**config.mk**
```make
export PLATFORM = sky130hd
export DESIGN_NAME = axi_master_bridge_flat
export DESIGN_NICKNAME = d
export VERILOG_FILES = /design/src/rtl/axi_master_bridge_if.sv /design/src/rtl/axi_master_bridge.sv /design/src/flat_wrapper.sv
export SDC_FILE = /design/constraint.sdc
export NUM_CORES = 1
export LEC_CHECK = 0
export ABC_AREA = 1
export BUFFER_PORTS_ARGS = -buffer_cell sky130_fd_sc_hd__buf_2
export CORE_AREA = 8 8 173 175
export CTS_BUF_LIST = sky130_fd_sc_hd__clkbuf_16
export CTS_CLUSTER_DIAMETER = 150
export DETAILED_ROUTE_END_ITERATION = 8
export DIE_AREA = 0 0 181 183
export GPL_TIMING_DRIVEN = 0
export SKIP_LAST_GASP = 1
export SLEW_MARGIN = 5
export SYNTH_ARGS = -nofsm -noshare
export SYNTH_HDL_FRONTEND = slang
export SYNTH_SLANG_ARGS = --single-unit
export TNS_END_PERCENT = 100
```
**constraint.sdc**
```tcl
create_clock -name aclk -period 1.9 [get_ports aclk]
set_input_delay 0.19 -clock aclk [delete_from_list [all_inputs] [get_ports aclk]]
set_output_delay 0.19 -clock aclk [all_outputs]
set_load 0.02 [all_outputs]
```
**src/rtl/axi_master_bridge_if.sv**
```systemverilog
`default_nettype none
// ---------------------------------------------------------------------------
// axi_master_bridge_if : AXI3-style 64-bit bus between the bridge and a slave
// Revision: 1.0
// ---------------------------------------------------------------------------
interface axi_master_bridge_if;
   logic [31:0] araddr;
   logic [3:0]  arid;
   logic [7:0]  arlen;
   logic [2:0]  arsize;
   logic [1:0]  arburst;
   logic [1:0]  arlock;
   logic [3:0]  arcache;
   logic [2:0]  arprot;
   logic        arvalid;
   logic        arready;

   logic [3:0]  rid;
   logic [63:0] rdata;
   logic [1:0]  rresp;
   logic        rlast;
   logic        rvalid;
   logic        rready;

   logic [3:0]  awid;
   logic [31:0] awaddr;
   logic [7:0]  awlen;
   logic [2:0]  awsize;
   logic [1:0]  awburst;
   logic [1:0]  awlock;
   logic [3:0]  awcache;
   logic [2:0]  awprot;
   logic        awvalid;
   logic        awready;

   logic [3:0]  wid;
   logic [63:0] wdata;
   logic [7:0]  wstrb;
   logic        wlast;
   logic        wvalid;
   logic        wready;

   logic [3:0]  bid;
   logic [1:0]  bresp;
   logic        bvalid;
   logic        bready;

   modport master (
      output araddr, arid, arlen, arsize, arburst, arlock, arcache, arprot, arvalid,
      input  arready,
      input  rid, rdata, rresp, rlast, rvalid,
      output rready,
      output awid, awaddr, awlen, awsize, awburst, awlock, awcache, awprot, awvalid,
      input  awready,
      output wid, wdata, wstrb, wlast, wvalid,
      input  wready,
      input  bid, bresp, bvalid,
      output bready
   );

   modport slave (
      input  araddr, arid, arlen, arsize, arburst, arlock, arcache, arprot, arvalid,
      output arready,
      output rid, rdata, rresp, rlast, rvalid,
      input  rready,
      input  awid, awaddr, awlen, awsize, awburst, awlock, awcache, awprot, awvalid,
      output awready,
      input  wid, wdata, wstrb, wlast, wvalid,
      output wready,
      output bid, bresp, bvalid,
      input  bready
   );
endinterface
`default_nettype wire

```
**src/rtl/axi_master_bridge.sv**
```systemverilog
`default_nettype none
// ---------------------------------------------------------------------------
// axi_master_bridge : single-outstanding CPU request to AXI master bridge.
// Optional slave timeout enabled by defining AXI_MASTER_TIMEOUT_EN.
// Revision: 1.0
// ---------------------------------------------------------------------------
module axi_master_bridge #(
   parameter logic [3:0] AXI_ID = 4'd0
) (
   input  wire logic        aclk,
   input  wire logic        areset,
   input  wire logic        req_valid,
   output logic             req_ready,
   input  wire logic        req_wen,
   input  wire logic [31:0] req_addr,
   input  wire logic [63:0] req_wdata,
   input  wire logic [7:0]  req_wstrb,
   input  wire logic [7:0]  req_len,
   output logic             resp_valid,
   output logic [63:0]      resp_rdata,
   output logic             resp_last,
   output logic             resp_err,
   axi_master_bridge_if.master bus
);

   typedef enum logic [2:0] {
      S_IDLE  = 3'd0,
      S_RADDR = 3'd1,
      S_RDATA = 3'd2,
      S_WRITE = 3'd3,
      S_WRESP = 3'd4
   } state_t;

   state_t      r_state;
   logic [31:0] r_addr;
   logic [7:0]  r_len;
   logic [63:0] r_wdata;
   logic [7:0]  r_wstrb;
   logic [7:0]  r_beat;
   logic        r_arvalid;
   logic        r_rready;
   logic        r_awvalid;
   logic        r_wvalid;
   logic        r_bready;

   // IDs and the low response bits carry no information for a single-outstanding master
   logic w_unused;
   assign w_unused = ^{bus.rid, bus.bid, bus.rresp[0], bus.bresp[0]};

   assign bus.araddr  = r_addr;
   assign bus.arid    = AXI_ID;
   assign bus.arlen   = r_len;
   assign bus.arsize  = 3'b011;
   assign bus.arburst = 2'b01;
   assign bus.arlock  = 2'b00;
   assign bus.arcache = 4'b0000;
   assign bus.arprot  = 3'b000;
   assign bus.arvalid = r_arvalid;
   assign bus.rready  = r_rready;
   assign bus.awid    = AXI_ID;
   assign bus.awaddr  = r_addr;
   assign bus.awlen   = 8'd0;
   assign bus.awsize  = 3'b011;
   assign bus.awburst = 2'b01;
   assign bus.awlock  = 2'b00;
   assign bus.awcache = 4'b0000;
   assign bus.awprot  = 3'b000;
   assign bus.awvalid = r_awvalid;
   assign bus.wid     = AXI_ID;
   assign bus.wdata   = r_wdata;
   assign bus.wstrb   = r_wstrb;
   assign bus.wlast   = 1'b1;
   assign bus.wvalid  = r_wvalid;
   assign bus.bready  = r_bready;

`ifdef AXI_MASTER_TIMEOUT_EN
   logic [9:0] r_timer;
   logic       w_hs;
   assign w_hs = (r_arvalid & bus.arready) | (r_rready  & bus.rvalid) |
                 (r_awvalid & bus.awready) | (r_wvalid  & bus.wready) |
                 (r_bready  & bus.bvalid);
`endif

   always_ff @(posedge aclk) begin
      if (areset) begin
         r_state    <= S_IDLE;
         req_ready  <= 1'b0;
         r_arvalid  <= 1'b0;
         r_rready   <= 1'b0;
         r_awvalid  <= 1'b0;
         r_wvalid   <= 1'b0;
         r_bready   <= 1'b0;
         resp_valid <= 1'b0;
         resp_last  <= 1'b0;
         resp_err   <= 1'b0;
         resp_rdata <= 64'd0;
         r_addr     <= 32'd0;
         r_len      <= 8'd0;
         r_wdata    <= 64'd0;
         r_wstrb    <= 8'd0;
         r_beat     <= 8'd0;
`ifdef AXI_MASTER_TIMEOUT_EN
         r_timer    <= 10'd0;
`endif
      end else begin
         resp_valid <= 1'b0;
         resp_last  <= 1'b0;
         resp_err   <= 1'b0;
         case (r_state)
            S_IDLE: begin
               req_ready <= 1'b1;
               if (req_valid && req_ready) begin
                  req_ready <= 1'b0;
                  r_addr    <= req_addr;
                  r_wdata   <= req_wdata;
                  r_wstrb   <= req_wstrb;
                  if (req_wen) begin
                     r_awvalid <= 1'b1;
                     r_wvalid  <= 1'b1;
                     r_state   <= S_WRITE;
                  end else begin
                     r_len     <= req_len;
                     r_arvalid <= 1'b1;
                     r_state   <= S_RADDR;
                  end
               end
            end
            S_RADDR: begin
               if (bus.arready) begin
                  r_arvalid <= 1'b0;
                  r_rready  <= 1'b1;
                  r_beat    <= 8'd0;
                  r_state   <= S_RDATA;
               end
            end
            S_RDATA: begin
               if (bus.rvalid) begin
                  resp_valid <= 1'b1;
                  resp_rdata <= bus.rdata;
                  resp_err   <= bus.rresp[1];
                  r_beat     <= r_beat + 8'd1;
                  // Comparing the pre-increment count avoids overflow at arlen=255
                  if (bus.rlast || (r_beat == r_len)) begin
                     resp_last <= 1'b1;
                     r_rready  <= 1'b0;
                     req_ready <= 1'b1;
                     r_state   <= S_IDLE;
                  end
               end
            end
            S_WRITE: begin
               if (bus.awready) r_awvalid <= 1'b0;
               if (bus.wready)  r_wvalid  <= 1'b0;
               if ((!r_awvalid || bus.awready) && (!r_wvalid || bus.wready)) begin
                  r_bready <= 1'b1;
                  r_state  <= S_WRESP;
               end
            end
            S_WRESP: begin
               if (bus.bvalid) begin
                  resp_valid <= 1'b1;
                  resp_last  <= 1'b1;
                  resp_err   <= bus.bresp[1];
                  resp_rdata <= 64'd0;
                  r_bready   <= 1'b0;
                  req_ready  <= 1'b1;
                  r_state    <= S_IDLE;
               end
            end
            default: r_state <= S_IDLE;
         endcase
`ifdef AXI_MASTER_TIMEOUT_EN
         if (r_state == S_IDLE) begin
            r_timer <= 10'd0;
         end else if (w_hs) begin
            r_timer <= 10'd0;
         end else if (r_timer == 10'h3FF) begin
            r_timer    <= 10'd0;
            r_state    <= S_IDLE;
            r_arvalid  <= 1'b0;
            r_rready   <= 1'b0;
            r_awvalid  <= 1'b0;
            r_wvalid   <= 1'b0;
            r_bready   <= 1'b0;
            resp_valid <= 1'b1;
            resp_err   <= 1'b1;
            resp_last  <= 1'b1;
            req_ready  <= 1'b1;
         end else begin
            r_timer <= r_timer + 10'd1;
         end
`endif
      end
   end

endmodule
`default_nettype wire

```
**src/flat_wrapper.sv**
```systemverilog
// flat-port wrapper written by rule: the top's interface ports become plain ports
module axi_master_bridge_flat 
#(
   parameter logic [3:0] AXI_ID = 4'd0
)
  (aclk, areset, req_valid, req_ready, req_wen, req_addr, req_wdata, req_wstrb, req_len, resp_valid, resp_rdata, resp_last, resp_err, bus_araddr, bus_arid, bus_arlen, bus_arsize, bus_arburst, bus_arlock, bus_arcache, bus_arprot, bus_arvalid, bus_arready, bus_rid, bus_rdata, bus_rresp, bus_rlast, bus_rvalid, bus_rready, bus_awid, bus_awaddr, bus_awlen, bus_awsize, bus_awburst, bus_awlock, bus_awcache, bus_awprot, bus_awvalid, bus_awready, bus_wid, bus_wdata, bus_wstrb, bus_wlast, bus_wvalid, bus_wready, bus_bid, bus_bresp, bus_bvalid, bus_bready);
  axi_master_bridge_if bus_i ();
  input  wire logic aclk;
  input  wire logic areset;
  input  wire logic req_valid;
  output logic req_ready;
  input  wire logic req_wen;
  input  wire logic [31:0] req_addr;
  input  wire logic [63:0] req_wdata;
  input  wire logic [7:0] req_wstrb;
  input  wire logic [7:0] req_len;
  output logic resp_valid;
  output logic [63:0] resp_rdata;
  output logic resp_last;
  output logic resp_err;
  output wire logic [$bits(bus_i.araddr)-1:0] bus_araddr;
  output wire logic [$bits(bus_i.arid)-1:0] bus_arid;
  output wire logic [$bits(bus_i.arlen)-1:0] bus_arlen;
  output wire logic [$bits(bus_i.arsize)-1:0] bus_arsize;
  output wire logic [$bits(bus_i.arburst)-1:0] bus_arburst;
  output wire logic [$bits(bus_i.arlock)-1:0] bus_arlock;
  output wire logic [$bits(bus_i.arcache)-1:0] bus_arcache;
  output wire logic [$bits(bus_i.arprot)-1:0] bus_arprot;
  output wire logic [$bits(bus_i.arvalid)-1:0] bus_arvalid;
  input wire logic [$bits(bus_i.arready)-1:0] bus_arready;
  input wire logic [$bits(bus_i.rid)-1:0] bus_rid;
  input wire logic [$bits(bus_i.rdata)-1:0] bus_rdata;
  input wire logic [$bits(bus_i.rresp)-1:0] bus_rresp;
  input wire logic [$bits(bus_i.rlast)-1:0] bus_rlast;
  input wire logic [$bits(bus_i.rvalid)-1:0] bus_rvalid;
  output wire logic [$bits(bus_i.rready)-1:0] bus_rready;
  output wire logic [$bits(bus_i.awid)-1:0] bus_awid;
  output wire logic [$bits(bus_i.awaddr)-1:0] bus_awaddr;
  output wire logic [$bits(bus_i.awlen)-1:0] bus_awlen;
  output wire logic [$bits(bus_i.awsize)-1:0] bus_awsize;
  output wire logic [$bits(bus_i.awburst)-1:0] bus_awburst;
  output wire logic [$bits(bus_i.awlock)-1:0] bus_awlock;
  output wire logic [$bits(bus_i.awcache)-1:0] bus_awcache;
  output wire logic [$bits(bus_i.awprot)-1:0] bus_awprot;
  output wire logic [$bits(bus_i.awvalid)-1:0] bus_awvalid;
  input wire logic [$bits(bus_i.awready)-1:0] bus_awready;
  output wire logic [$bits(bus_i.wid)-1:0] bus_wid;
  output wire logic [$bits(bus_i.wdata)-1:0] bus_wdata;
  output wire logic [$bits(bus_i.wstrb)-1:0] bus_wstrb;
  output wire logic [$bits(bus_i.wlast)-1:0] bus_wlast;
  output wire logic [$bits(bus_i.wvalid)-1:0] bus_wvalid;
  input wire logic [$bits(bus_i.wready)-1:0] bus_wready;
  input wire logic [$bits(bus_i.bid)-1:0] bus_bid;
  input wire logic [$bits(bus_i.bresp)-1:0] bus_bresp;
  input wire logic [$bits(bus_i.bvalid)-1:0] bus_bvalid;
  output wire logic [$bits(bus_i.bready)-1:0] bus_bready;
  assign bus_araddr = bus_i.araddr;
  assign bus_arid = bus_i.arid;
  assign bus_arlen = bus_i.arlen;
  assign bus_arsize = bus_i.arsize;
  assign bus_arburst = bus_i.arburst;
  assign bus_arlock = bus_i.arlock;
  assign bus_arcache = bus_i.arcache;
  assign bus_arprot = bus_i.arprot;
  assign bus_arvalid = bus_i.arvalid;
  assign bus_i.arready = bus_arready;
  assign bus_i.rid = bus_rid;
  assign bus_i.rdata = bus_rdata;
  assign bus_i.rresp = bus_rresp;
  assign bus_i.rlast = bus_rlast;
  assign bus_i.rvalid = bus_rvalid;
  assign bus_rready = bus_i.rready;
  assign bus_awid = bus_i.awid;
  assign bus_awaddr = bus_i.awaddr;
  assign bus_awlen = bus_i.awlen;
  assign bus_awsize = bus_i.awsize;
  assign bus_awburst = bus_i.awburst;
  assign bus_awlock = bus_i.awlock;
  assign bus_awcache = bus_i.awcache;
  assign bus_awprot = bus_i.awprot;
  assign bus_awvalid = bus_i.awvalid;
  assign bus_i.awready = bus_awready;
  assign bus_wid = bus_i.wid;
  assign bus_wdata = bus_i.wdata;
  assign bus_wstrb = bus_i.wstrb;
  assign bus_wlast = bus_i.wlast;
  assign bus_wvalid = bus_i.wvalid;
  assign bus_i.wready = bus_wready;
  assign bus_i.bid = bus_bid;
  assign bus_i.bresp = bus_bresp;
  assign bus_i.bvalid = bus_bvalid;
  assign bus_bready = bus_i.bready;
  axi_master_bridge #(.AXI_ID(AXI_ID)) u_core (.aclk(aclk), .areset(areset), .req_valid(req_valid), .req_ready(req_ready), .req_wen(req_wen), .req_addr(req_addr), .req_wdata(req_wdata), .req_wstrb(req_wstrb), .req_len(req_len), .resp_valid(resp_valid), .resp_rdata(resp_rdata), .resp_last(resp_last), .resp_err(resp_err), .bus(bus_i));
endmodule
```
==> flow_metrics.py <==
metrics = {
    "clocking": {
        "clockBufferDepth": 2,
        "tritoncts": "done",
        "htreeDepth": 4,
        "clkTransAtPathRegs_ps": 80,
        "root_buffer": "clkbuf_16",
        "cts_buffers": 17,
        "clk_latency_ps": 430,
        "clock-sinks": 196,
    },
    "setup_path": {
        "cp-end-kind": "register",
        "r2r_start": "u_core.r_state[2]$_SDFFE_PP0P_",
        "worstSetupStartpoint": "u_core.r_state[2]$_SDFFE_PP0P_",
        "reg2reg_to": "u_core.resp_rdata[9]$_SDFFE_PP0P_",
        "arrival_ps": 2030,
        "reg2reg_depth": 6,
        "cp.required_ps": 2260,
        "crit_path_start_kind": "register",
        "r2r_slack_ps": 230,
        "crit_type": "register to register",
        "cp_max_fo": 10,
    },
    "grt": {
        "grt_pass1_wl_microns": 48400,
        "grt.overflow.total": 0,
        "grt_max_degree": 20,
        "antenna_found_initial": 5,
        "grt_pass1_vias": 8512,
        "grt.total_usage": 0.182,
    },
    "sta": {
        "period_share": 0.879,
        "max_slew.worst_pin.slew_ps": 736,
        "slew_violations": 0,
        "skew_ps": 15.7,
        "rsz0062_at_grt": "false",
        "relSlewSlack": 0.509,
        "finalHoldViolCount": 0,
        "setup_viol": 0,
        "tns_ps": 0,
        "hold_slack_ps": 19.6,
        "period_minus_slack_ps": 1670,
        "fmax_ghz": 0.599,
    },
    "synthesis": {
        "synth_top_family_by_area": "simple AND/OR/NAND/NOR gates",
        "seq_area_frac_synth": 0.505,
        "synth-adder-area-share": 0.00161,
        "synth_seq_cells": 196,
        "synthMuxAreaShare": 0,
        "synth_xor_area_frac": 0.00338,
        "yosysUniqueCellTypes": 27,
        "mappedNetlistArea_sq_um": 7770,
        "synth_compound_area_frac": 0.134,
        "yosys.area_share.simple": 0.217,
        "synth_cells": 1009,
        "yosysWarnings": 0,
        "avgSynthCellArea_sq_um": 7.70,
    },
    "route": {
        "final_antenna_net_count": 0,
        "drt_pass1_iterations": 4,
        "vias": 8519,
        "wl_per_cell_microns": 15.7,
        "drc_errors": 0,
        "drt-initial-drc-count": 326,
        "wirelength_microns": 31200,
        "vias_per_cell": 4.28,
    },
    "pwr": {
        "peakVddDrop_uv": 633,
        "power_leakage_nw": 6.39,
        "report.power.total_w": 0.0144,
        "p_per_area_nw_per_um2": 1150,
    },
    "min_path": {
        "hold_start": "req_wstrb[2]",
        "hold_class": "input pin to register",
        "whs_path_depth": 3,
        "holdPathEnd": "u_core.bus.wstrb[2]$_SDFFE_PP0P_",
    },
    "job": {
        "cap_violations": 0,
    },
    "layout": {
        "fillers": 2674,
        "stdcell_count": 1992,
        "layout-drive-gt1-share": 0.341,
        "regArea_sq_um": 3920,
        "areaGrowthSynthToFinish_pct": 61.1,
        "multi_input_area_sq_um": 2950,
        "nNetsFinal": 1829,
    },
    "floorplanning": {
        "initial_utilization": 0.285,
        "fp.dieW_microns": 181,
        "pin_count": 464,
        "die_area_sq_um": 33100,
        "core-area_sq_um": 27300,
        "rows": 61,
        "die_h_microns": 183,
    },
    "placed_design": {
        "port_buffers": 404,
        "dp_hpwl_microns": 23200,
        "place.gp.congestion": 0.814,
        "place_inst": 1806,
    },
    "run_status": {
        "status": "finished clean",
    },
}
[power breakdown]
group / internal, W / total (W) / switching (W)
combinational: 0.00196 / 0.00529 / 0.00333
sequential: 0.00488 / 0.00535 / 0.000475
clock: 0.00189 / 0.00371 / 0.00183
[worst max-delay path: stages, from the launching register on]
cell,delay (ps)
dfxtp_1,420
nor3_4,320
nand2_2,160
clkinv_2,200
buf_2,250
nand2_1,110
a21oi_1,150
[worst max path at each step]
stage                                             end
finish              u_core.resp_rdata[9]$_SDFFE_PP0P_
global route        u_core.bus.wdata[15]$_SDFFE_PP0P_
CTS                 u_core.resp_rdata[9]$_SDFFE_PP0P_
detailed placement   u_core.bus.wstrb[3]$_SDFFE_PP0P_
global placement     u_core.bus.wstrb[3]$_SDFFE_PP0P_
floorplan           u_core.bus.wdata[58]$_SDFFE_PP0P_
[timing repair]
action,CTS,global route
hold endpoints to repair,151,0
gates cloned,0,0
gates resized for setup,1,1
buffers inserted,0,0
setup endpoints to repair,3,2
hold buffers,151,0
[per-layer routing]
| layer | track usage | wire (microns) |
|---|---|---|
| met1 | 0.206 | 12800 |
| met2 | 0.312 | 15000 |
| met3 | 0.0776 | 2870 |
| met4 | 0.0492 | 449 |
| met5 | 0 | 26 |
[state kept, by name (all words and copies together) (netlist names)]
| register | flops |
|---|---|
| u_core.bus.araddr | 32 |
| u_core.bus.arlen | 8 |
| u_core.bus.arvalid | 1 |
| u_core.bus.awvalid | 1 |
| u_core.bus.bready | 1 |
| u_core.bus.rready | 1 |
| u_core.bus.wdata | 64 |
| u_core.bus.wstrb | 8 |
| u_core.bus.wvalid | 1 |
| u_core.r_beat | 8 |
| u_core.r_state | 3 |
| u_core.req_ready | 1 |
| u_core.resp_err | 1 |
| u_core.resp_last | 1 |
| u_core.resp_rdata | 64 |
| u_core.resp_valid | 1 |
[layout make-up]
cell class	count	area share
Inverter	31	0.00939
Clock inverter	15	0.0138
Timing Repair Buffer	555	0.282
Multi-Input combinational cell	690	0.236
Tap cell	346	0.0346
Buffer	139	0.0767
Antenna cell	3	0.000599
Clock buffer	17	0.0340
Sequential cell	196	0.313
[Yosys cell counts (all sizes together)]
| cell | count | area [sq um] |
|---|---|---|
| nor2 | 232 | 897 |
| dfxtp | 196 | 3920 |
| nand2 | 186 | 706 |
| o21ai | 118 | 591 |
| buf | 112 | 857 |
| a21oi | 83 | 415 |
| inv | 31 | 116 |
| clkbuf | 27 | 101 |
| nand3 | 6 | 30.0 |
| nor3 | 5 | 41.3 |
| a211oi | 3 | 22.5 |
| xnor2 | 3 | 26.3 |
| conb | 2 | 7.51 |
| nand4 | 2 | 12.5 |
| ha | 1 | 12.5 |
| o21a | 1 | 7.51 |
| o22ai | 1 | 6.26 |
[metrics by stage]
stage / util / worst slack (ps) / cell area [sq um]
5_1_grt: 0.458 / 24.8 / 12500
3_5_place_dp: 0.381 / 1.74 / 10400
2_1_floorplan: - / 523 / 7950
6_report: 0.458 / 229 / 12500
3_3_place_gp: 0.381 / -18.8 / 10400
4_1_cts: 0.458 / 74.5 / 12500
[placed cells by master, fill, tap and decap left out, types with 4 or more instances in the layout]
cell,netlist,routed
nor2_1,229,229
conb_1,2,49
buf_4,86,87
clkbuf_1,27,27
inv_6,0,4
nand3_1,6,6
o21ai_1,7,7
a21oi_1,83,83
inv_1,24,26
clkbuf_16,0,17
buf_6,13,13
dlygate4sd3_1,0,151
o21ai_0,111,111
inv_2,7,6
buf_2,13,416
dfxtp_1,196,196
nand2_1,183,183
[logic make-up after synthesis]
kind of cell | after synthesis
and+or+nand+nor | 431
AOI/OAI and AO/OA | 206
DFF | 196
buffers and inverters | 170
xor gates and xnor gates | 3
other | 2
adders and majority gates | 1
Power figures use the tool's default switching activity.
